[src/rtl/rr_encoder_arbiter.sv]
// rr_encoder_arbiter
//   Round-robin arbiter for 8 requesters. The winner is reported as a
//   registered one-hot grant and as its registered binary index. The
//   enable input gates arbitration. Each ownership is capped at MAX_HOLD
//   consecutive cycles.
//
//   State table:
//     IDLE  | no owner; arbitrate requests from ptr upward (circular)
//     GRANT | grant_idx owns the resource; watch enable, own req, hold_cnt
//
// Ports:
//   clk          in   system clock, rising edge
//   rst          in   synchronous reset, active-high
//   enable       in   arbitration enable; low aborts any current grant
//   req[N]       in   request vector
//   grant[N]     out  one-hot grant (registered)
//   grant_idx    out  binary index of grant, 0 when no grant (registered)
//   grant_valid  out  OR of grant bits
//   timeout      out  one-cycle pulse after a MAX_HOLD forced release
module rr_encoder_arbiter #(
  parameter int N        = 8,
  parameter int IDX_W    = 3,
  parameter int MAX_HOLD = 16
) (
  input  logic             clk,
  input  logic             rst,
  input  logic             enable,
  input  logic [N-1:0]     req,
  output logic [N-1:0]     grant,
  output logic [IDX_W-1:0] grant_idx,
  output logic             grant_valid,
  output logic             timeout
);

  localparam logic [0:0] S_IDLE  = 1'b0;
  localparam logic [0:0] S_GRANT = 1'b1;

  logic [0:0]       state_q, state_d;
  logic [IDX_W-1:0] ptr_q, ptr_d;
  logic [7:0]       hold_q, hold_d;
  logic [N-1:0]     grant_q, grant_d;
  logic [IDX_W-1:0] idx_q, idx_d;
  logic             timeout_q, timeout_d;

  logic             pick_found;
  logic [IDX_W-1:0] pick_idx;
  logic [IDX_W-1:0] cand;

  // Circular first-set search starting at ptr.
  always_comb begin
    pick_found = 1'b0;
    pick_idx   = '0;
    cand       = '0;
    for (int k = 0; k < N; k++) begin
      cand = ptr_q + IDX_W'(k);
      if (!pick_found && req[cand]) begin
        pick_found = 1'b1;
        pick_idx   = cand;
      end
    end
  end

  always_comb begin
    state_d   = state_q;
    ptr_d     = ptr_q;
    hold_d    = hold_q;
    grant_d   = grant_q;
    idx_d     = idx_q;
    timeout_d = 1'b0;
    case (state_q)
      S_IDLE: begin
        if (enable && pick_found) begin
          state_d           = S_GRANT;
          grant_d           = '0;
          grant_d[pick_idx] = 1'b1;
          idx_d             = pick_idx;
          hold_d            = 8'd1;
        end
      end
      default: begin
        if (!enable || !req[idx_q] || (hold_q == 8'(MAX_HOLD))) begin
          // Abort, voluntary release and forced release all rotate the
          // pointer past the owner; only the forced case flags timeout.
          state_d   = S_IDLE;
          grant_d   = '0;
          idx_d     = '0;
          hold_d    = '0;
          ptr_d     = idx_q + IDX_W'(1);
          timeout_d = enable && req[idx_q];
        end else if (hold_q != 8'd255) begin
          hold_d = hold_q + 8'd1;
        end
      end
    endcase
  end

  always_ff @(posedge clk) begin
    if (rst) begin
      state_q   <= S_IDLE;
      ptr_q     <= '0;
      hold_q    <= '0;
      grant_q   <= '0;
      idx_q     <= '0;
      timeout_q <= 1'b0;
    end else begin
      state_q   <= state_d;
      ptr_q     <= ptr_d;
      hold_q    <= hold_d;
      grant_q   <= grant_d;
      idx_q     <= idx_d;
      timeout_q <= timeout_d;
    end
  end

  assign grant       = grant_q;
  assign grant_idx   = idx_q;
  assign grant_valid = |grant_q;
  assign timeout     = timeout_q;

endmodule
[config.mk]
export PLATFORM = sky130hd
export DESIGN_NAME = rr_encoder_arbiter
export DESIGN_NICKNAME = d
export VERILOG_FILES = /design/src/rtl/rr_encoder_arbiter.sv
export SDC_FILE = /design/constraint.sdc
export NUM_CORES = 1
export LEC_CHECK = 0
export ABC_AREA = 0
export CAP_MARGIN = 20
export CELL_PAD_IN_SITES_DETAIL_PLACEMENT = 0
export CELL_PAD_IN_SITES_GLOBAL_PLACEMENT = 1
export CORE_MARGIN = 3
export CORE_UTILIZATION = 45
export DETAILED_ROUTE_END_ITERATION = 8
export MAX_ROUTING_LAYER = met4
export PLACE_DENSITY_LB_ADDON = 0.1
export SETUP_SLACK_MARGIN = 0.2
export SYNTH_ARGS = -nofsm -noshare
export SYNTH_HDL_FRONTEND = slang
export SYNTH_SLANG_ARGS = --single-unit
[constraint.sdc]
create_clock -name clk -period 4.4 [get_ports clk]
set_clock_uncertainty 0.15 [all_clocks]
set_input_delay 0.88 -clock clk [delete_from_list [all_inputs] [get_ports clk]]
set_output_delay 0.88 -clock clk [all_outputs]
set_load 0.02 [all_outputs]
==> results.yml <==
synthesis:
  synth_nets: 247
  synth-edff-count: 0
  synth_cells: 231
  synth_simple_gate_area_share_pct: 15.06
  synthAdderAreaFrac_pct: 2.728
  yosys_warnings: 0
  synth_compound_gate_area_share_pct: 21.17
  synth_cell_types: 66
  synthArstFlopShare_pct: 0
  synth_area_sq_um: 2293
  muxShareOfSynthArea_pct: 28.31
  ys.flop_type: "dfxtp_1"
  synth_xor_area_share_pct: 3.055
  seq_area_frac_synth_pct: 20.95
  avgSynthCellArea_sq_um: 9.928
  synth_top_family_by_area: "multiplexers"
  synth.ff_latch_count: 24
clocking:
  clock_path_buffers: 2
  clock_latency_ns: 0.26
  tritoncts: "done"
  numCtsBuffers: 3
  cts.sinks: 24
  clk_pin_slew_worst_paths_ns: 0.08
  clockRootBuffer: "clkbuf_8"
  htree_levels: 1
  cts_resized: 0
  cts_setup_buffers: 0
  cts_hold_buf: 0
final_layout:
  multi_input_area_sq_um: 1613
  nFillCells: 468
  layout-drive-gt1-share_pct: 20.25
  antenna_cells: 0
  regArea_sq_um: 480.5
  final_core_util_pct: 52.47
  syn_to_final_growth_pct: 10.20
  nets: 259
  layout.cells.non_filler: 309
setup_path:
  reg2reg_to: "grant[4]"
  critPathKind: "primary input to register"
  cp_max_fo: 10
  ff2ff_path_depth: 9
  worstSetupEndpointType: "register"
  critPathLaunchType: "primary input"
  r2r_start: "ptr_q[0]"
  arrival_ns: 3.70
  required_ns: 4.41
  rrSetupSlack_ns: 0.83
min_path:
  min_to: "hold_q[0]"
  holdPathStages: 2
  hold_path_startpoint: "hold_q[0]"
  hp-class: "register to register"
grt:
  first_global_vias: 1808
  grt_overflow: 0
  grt_max_degree: 18
  grt_antenna_before_repair: 0
  globalRouteTotalUtil_pct: 18.50
  grt_pass1_wl_um: 8845
timing:
  rsz0062_at_grt: "false"
  fin_crit_sh_pct: 83.73
  slew_viol_final: 0
  finalSetupViolCount: 0
  worst_slack_ns: 0.7161
  finalCriticalPeriod_ns: 3.684
  slew_headroom_pct: 57.40
  setup-tns-final_ns: 0
  final-hold-violation-count: 0
  fmax_mhz: 271.5
  worst_pin_slew_ns: 0.6381
route:
  wire_per_inst_um: 16.93
  ant_nets: 0
  drt_iter0_markers: 133
  num_vias: 1862
  drt_pass1_iterations: 4
  wirelength_um: 5232
  vias_per_cell: 6.026
  drc: 0
place:
  placed_cells: 305
  place_ws_ns: 0.4605
  gp_congestion: 0.8277
  portBuffers: 23
  place_hpwl_um: 3935
floorplanning:
  fp.dieH_um: 77.39
  coreArea_sq_um: 4817
  die_area_sq_um: 5989
  die_x_um: 77.39
  rows: 25
  start_util_pct: 47.61
  io_pins: 24
power:
  power_density_nw_per_um2: 293.1
  ir_drop_mv: 0.1855
  p_leak_nw: 0.8774
flow_run:
  maxCapViolCount: 0
outcome:
  status: "finished clean"
cells in the final DEF, fill, tap and decap left out, drive strengths merged, types with 2 or more instances in the layout:
cell and count:
nand2 11, nor3 2, mux2 14, o2111ai 3
a32o 9, a31oi 3, o21bai 3, clkbuf 3
nand2b 3, o22ai 2, o31ai 2, and3 3
o211ai 3, nor2 25, and2 2, or3 2
dfxtp 24, xnor2 3, nand3 4, mux2i 15
mux4 14, a22o 2, a211oi 6, a31o 2
buf 2, ha 5, clkdlybuf4s50 23, xor2 5
nor4 3, inv 9, a21oi 8, o21ai 10
nor2b 2
through the flow:
step,power (mW),hold WS (ns),area (sq um)
2_1_floorplan,0.4890,0.3080,2293
3_3_place_gp,0.5553,0.3311,2456
3_5_place_dp,0.5533,0.3313,2456
4_1_cts,0.7447,0.3499,2527
5_1_grt,0.7842,0.3817,2527
6_report,0.7409,0.3459,2527
synthesized netlist by cell type, drive strengths merged (3+ instances only):
cell type,instances,share of area (%)
o21bai,3,1.1
nor2,25,4.2
inv,9,1.5
a211oi,6,2.2
nand2b,3,0.82
nand2,11,1.9
mux2,14,7.4
o2111ai,3,1.1
mux4,14,14
clkbuf,6,2.0
a31oi,3,0.82
a32o,9,4.0
nand3,4,0.87
xnor2,3,1.1
o211ai,3,1.2
xor2,5,1.9
dfxtp,24,21
a21oi,8,1.7
ha,5,2.7
and3,3,1.0
mux2i,15,6.5
nor4,3,1.1
o21ai,10,2.2
buf,12,5.3
flip-flops by register name, indices dropped and copies added, names as in the netlist:
signal / cells
hold_q: 8
ptr_q: 3
state_q: 1
grant: 8
grant_idx: 3
timeout: 1
kinds of logic after synthesis:
logic type / after synthesis
AO/OA/AOI/OAI: 60
XOR/XNOR: 8
adder cells (fa/ha/maj): 5
buffers and inverters: 27
flip-flops: 24
multiplexers: 43
AND/OR/NAND/NOR: 64
area by class of cell:
type	count	share of cell area, %
multi-input cells	180	63.81
flip-flops and latches	24	19.01
repair buffers	25	9.703
well taps	67	3.317
clock buffers	3	1.634
inverters	9	1.337
clock inverters	1	1.188
report_power, final:
part           switching [mW]  internal, mW  total (mW)
clock network          0.0684         0.122       0.190
logic                   0.162         0.144       0.306
registers              0.0169         0.228       0.245
total                   0.247         0.494       0.741
critical path: stages:
cell,delay [ns]
clkdlybuf4s50_1,0.58
mux4_1,0.74
mux2_2,0.38
nor3_2,0.23
mux2_4,0.34
mux2_4,0.29
a32o_1,0.25
how the worst max path moves through the flow:
stage                start  slack (ns)  endpoint  depth (start not counted)
finish              req[2]        0.72  grant[4]                          7
global route        req[0]        0.57  grant[5]                          8
CTS                 req[2]        0.72  grant[4]                          7
detailed placement  req[2]        0.46  grant[0]                          7
global placement    req[2]        0.45  grant[4]                          7
floorplan           req[2]        1.17  grant[0]                          7
per-layer routing:
| layer | vias to the layer above | share of wire (%) | track usage [%] | routed length (um) |
|---|---|---|---|---|
| met5 | - | 0 | - | 0 |
| met4 | 0 | 2.5 | 7.473 | 133 |
| met3 | 13 | 2.8 | 1.856 | 147 |
| met2 | 36 | 49 | 30.48 | 2589 |
| met1 | 904 | 45 | 23.36 | 2361 |
| li1 | 909 | - | - | - |
(Power assumes the default switching activity.)
==> variant 1 (config.mk and constraints unchanged) <==
The parameter `N` goes from 8 to 16.
--- a/src/rtl/rr_encoder_arbiter.sv
+++ b/src/rtl/rr_encoder_arbiter.sv
@@ -19,5 +19,5 @@
 //   timeout      out  one-cycle pulse after a MAX_HOLD forced release
 module rr_encoder_arbiter #(
-  parameter int N        = 8,
+  parameter int N        = 16,
   parameter int IDX_W    = 3,
   parameter int MAX_HOLD = 16
Ports: changed (resized grant and req); port bits go from 24 to 40. No check against the original RTL was run, so the function may have changed too.
==> variant 1 against the original RTL <==
Area after synthesis down 12%. Core utilization rose by 3.8 points. Wire length is 12% lower. Setup slack gained 0.074 ns. Power shrank 7.1%. Hold slack better by 0.0017 ns. Sequential cell count is the same. Non-clock buffer count is 5 higher. Cell area down 7.8%. Count of clock-buffer cells in the layout is 1 higher. First-iteration DRC count down 40%. Global-route usage is 0.26 points higher. Largest power group unchanged.
==> variant 1: results (changes against the original RTL) <==
[place]
place.gp.congestion = 0.816  ; -1.5%
pre_cts_ws_ns = 0.508  ; +0.0479 ns
post-dp-hpwl_microns = 3560  ; -9.6%

[cells_and_area]
fillers = 416  ; -11%
drive_gt1_frac = 0.134  ; -0.0681
nNetsFinal = 278  ; +7.3%
fin_area_sq_um = 2330  ; -7.8%

[power_and_ir_drop]
power.leakage_nw = 0.860  ; -2.0%
power_density_nw_per_um2 = 295  ; +0.74%
pwr-share-clk = 0.213  ; -0.043
pg_comb_mw = 0.296  ; -3%

[logic_synthesis]
ys_top_cells_by_count = 24 x dfxtp_1, 21 x nand2_1, 17 x nor2_1, 11 x nand3_1
synthAdderAreaFrac = 0.0311  ; +0.00384
synth-xor-area-share = 0.0566  ; +0.0261
synth.area.top_cells = dfxtp_1 24%, mux4_2 10%, mux2i_1 5.0%
synth-compound-area-share = 0.212  ; +0.000522
syn_area_per_cell_sq_um = 8.70  ; -12%
seq_area_frac_synth = 0.239  ; +0.0295
synth.mux.area_fraction = 0.190  ; -0.0933

[routing]
met2_length_microns = 1960  ; -24%
avgRoutedWirePerCell_microns = 15.2  ; -10%
dr_wl_met3_microns = 243  ; +65%
wl_met1_microns = 2370  ; +0.25%
routed_wl_microns = 4600  ; -12%

[timing]
holdWs_ns = 0.348  ; +0.00174 ns
worst_pin_slew_ns = 0.774  ; +0.136 ns

[critical_path]
rr_endpoint = grant[0]
critPathMaxStageDelay_ns = 0.55  ; -0.19 ns
cp.arrival_ns = 3.62  ; -0.08 ns
worst_path_max_delay_cell = mux4_2
path_max_fanout = 6  ; -4

[global_routing]
grt_pass1_wl_microns = 7730  ; -13%

[outcome]
status = finished clean

[min_path]
holdCritStartpoint = grant[4]
hold_depth = 1  ; -1

## variant 1: cell types whose count changed in the layout (fill, tap and decap cells not counted), sizes merged, moves of 3 or more
cell,change
nand2,+10
conb,+8
nor2,-8
mux2,-7
nand3,+7
xnor2,+7
buf,+5
mux2i,-5
mux4,-5
a21o,+4
a221oi,+3
nand4,+3
o2111ai,-3
## variant 1: worst max path at each step
stage	start	endpoint	slack (ns)	cells after the start
2_1_floorplan	ptr_q[1]	grant[0]	0.78	11
3_3_place_gp	req[7]	grant[0]	0.52	9
3_5_place_dp	req[5]	grant[0]	0.51	9
4_1_cts	req[5]	grant[0]	0.79	9
5_1_grt	req[3]	grant[2]	0.67	10
6_report	req[5]	grant[0]	0.79	9
## variant 1: final cells by class
cell class / instances / area share
Sequential cell: 24 / 0.206
Inverter: 7 / 0.0113
Tap cell: 50 / 0.0269
Timing Repair Buffer: 30 / 0.121
Clock buffer: 4 / 0.0236
Multi-Input combinational cell: 188 / 0.611
==> variant 2 (same flow settings) <==
Without the edit above. Take the reset off `hold_q` and load it in a clocked block of its own.
--- a/src/rtl/rr_encoder_arbiter.sv
+++ b/src/rtl/rr_encoder_arbiter.sv
@@ -99,5 +99,4 @@
       state_q   <= S_IDLE;
       ptr_q     <= '0;
-      hold_q    <= '0;
       grant_q   <= '0;
       idx_q     <= '0;
@@ -106,9 +105,12 @@
       state_q   <= state_d;
       ptr_q     <= ptr_d;
-      hold_q    <= hold_d;
       grant_q   <= grant_d;
       idx_q     <= idx_d;
       timeout_q <= timeout_d;
     end
+  end
+
+  always_ff @(posedge clk) begin
+    hold_q <= hold_d;
   end
 
Check against the original RTL: no difference found for any inputs over 10 cycles, from zero or initial values and one cycle with rst high; that may be too few to reach the edited logic, so the function may still have changed.
==> variant 2 against the original RTL <==
Sequential cell count unchanged. Power shrank 5.3%. Setup slack better by 0.034 ns. Register-to-register slack lost 0.08 ns. Cell area rose by 0.35%. Largest power group unchanged. Wire length grew 5.3%. Area after synthesis fell by 1.9%. First-iteration DRC count is 20% higher. Highest routed layer unchanged.
==> variant 2: results (changes against the original RTL) <==
[outcome]
status = finished clean

[critical_path]
worst_path_max_delay_cell = ha_1
cp_top_family = simple AND/OR/NAND/NOR gates
cp-startpoint = ptr_q[0]
endpoint = grant[1]
r2r_setup_slack_ns = 0.75  ; -0.08 ns

[power_and_ir_drop]
power.leakage_nw = 0.855  ; -2.5%
vdd_drop_max_mv = 0.149  ; -20%

[logic_synthesis]
synth-edff-count = 8  ; +8
seq_area_frac_synth = 0.249  ; +0.0397
synth-xor-area-share = 0.0389  ; +0.00838
synthCells = 224  ; -3.0%
synth.area.top_cells = mux4_2 20%, dfxtp_1 14%, edfxtp_1 11%
synthAdderAreaFrac = 0.0278  ; +0.000531

[routing]
num_vias = 1901  ; +2.1%
wl_met1_microns = 2410  ; +2.0%
dr_wl_met3_microns = 304  ; +110%
drt_iter0_drc = 159  ; +20%

[place]
post-dp-hpwl_microns = 4210  ; +7.0%
dpl-instance-area_sq_um = 2470  ; +0.56%
place.gp.congestion = 0.923  ; +11%
dp.cells = 298  ; -2.3%

[cells_and_area]
nNetsFinal = 252  ; -2.7%
fin_cells = 302  ; -2.3%

[timing]
worst_pin_slew_ns = 0.662  ; +0.0235 ns
fmaxAchievable_mhz = 274  ; +0.92%
holdWs_ns = 0.325  ; -0.0210 ns

[global_routing]
use_met1 = 0.279  ; +0.0451
first_global_vias = 1820  ; +0.66%

[min_path]
holdCritStartpoint = grant[3]

variant 2: cell types whose count changed in the layout (fill, tap and decap cells not counted), moves of 4 or more:
cell,delta
nor2_1,-6
nand3_1,+6
edfxtp_1,+8
mux4_1,-4
mux2i_1,-5
dfxtp_1,-8
mux4_2,+10
a211oi_1,-4
nand2_1,+6
o21ai_0,-4
variant 2: final cells by class:
class,instances,area (sq um)
Fill cell,444,2250
Tap cell,67,83.8
Inverter,7,26.3
Clock buffer,4,66.3
Sequential cell,24,561
Timing Repair Buffer,27,260
Multi-Input combinational cell,173,1540
variant 2: where the power goes:
group / switching, mW / leakage, nW / total, mW / internal, mW
Clock: 0.0723 / 0.0339 / 0.171 / 0.0988
Combinational: 0.145 / 0.610 / 0.269 / 0.124
Sequential: 0.0166 / 0.211 / 0.261 / 0.245
Total: 0.234 / 0.855 / 0.701 / 0.468
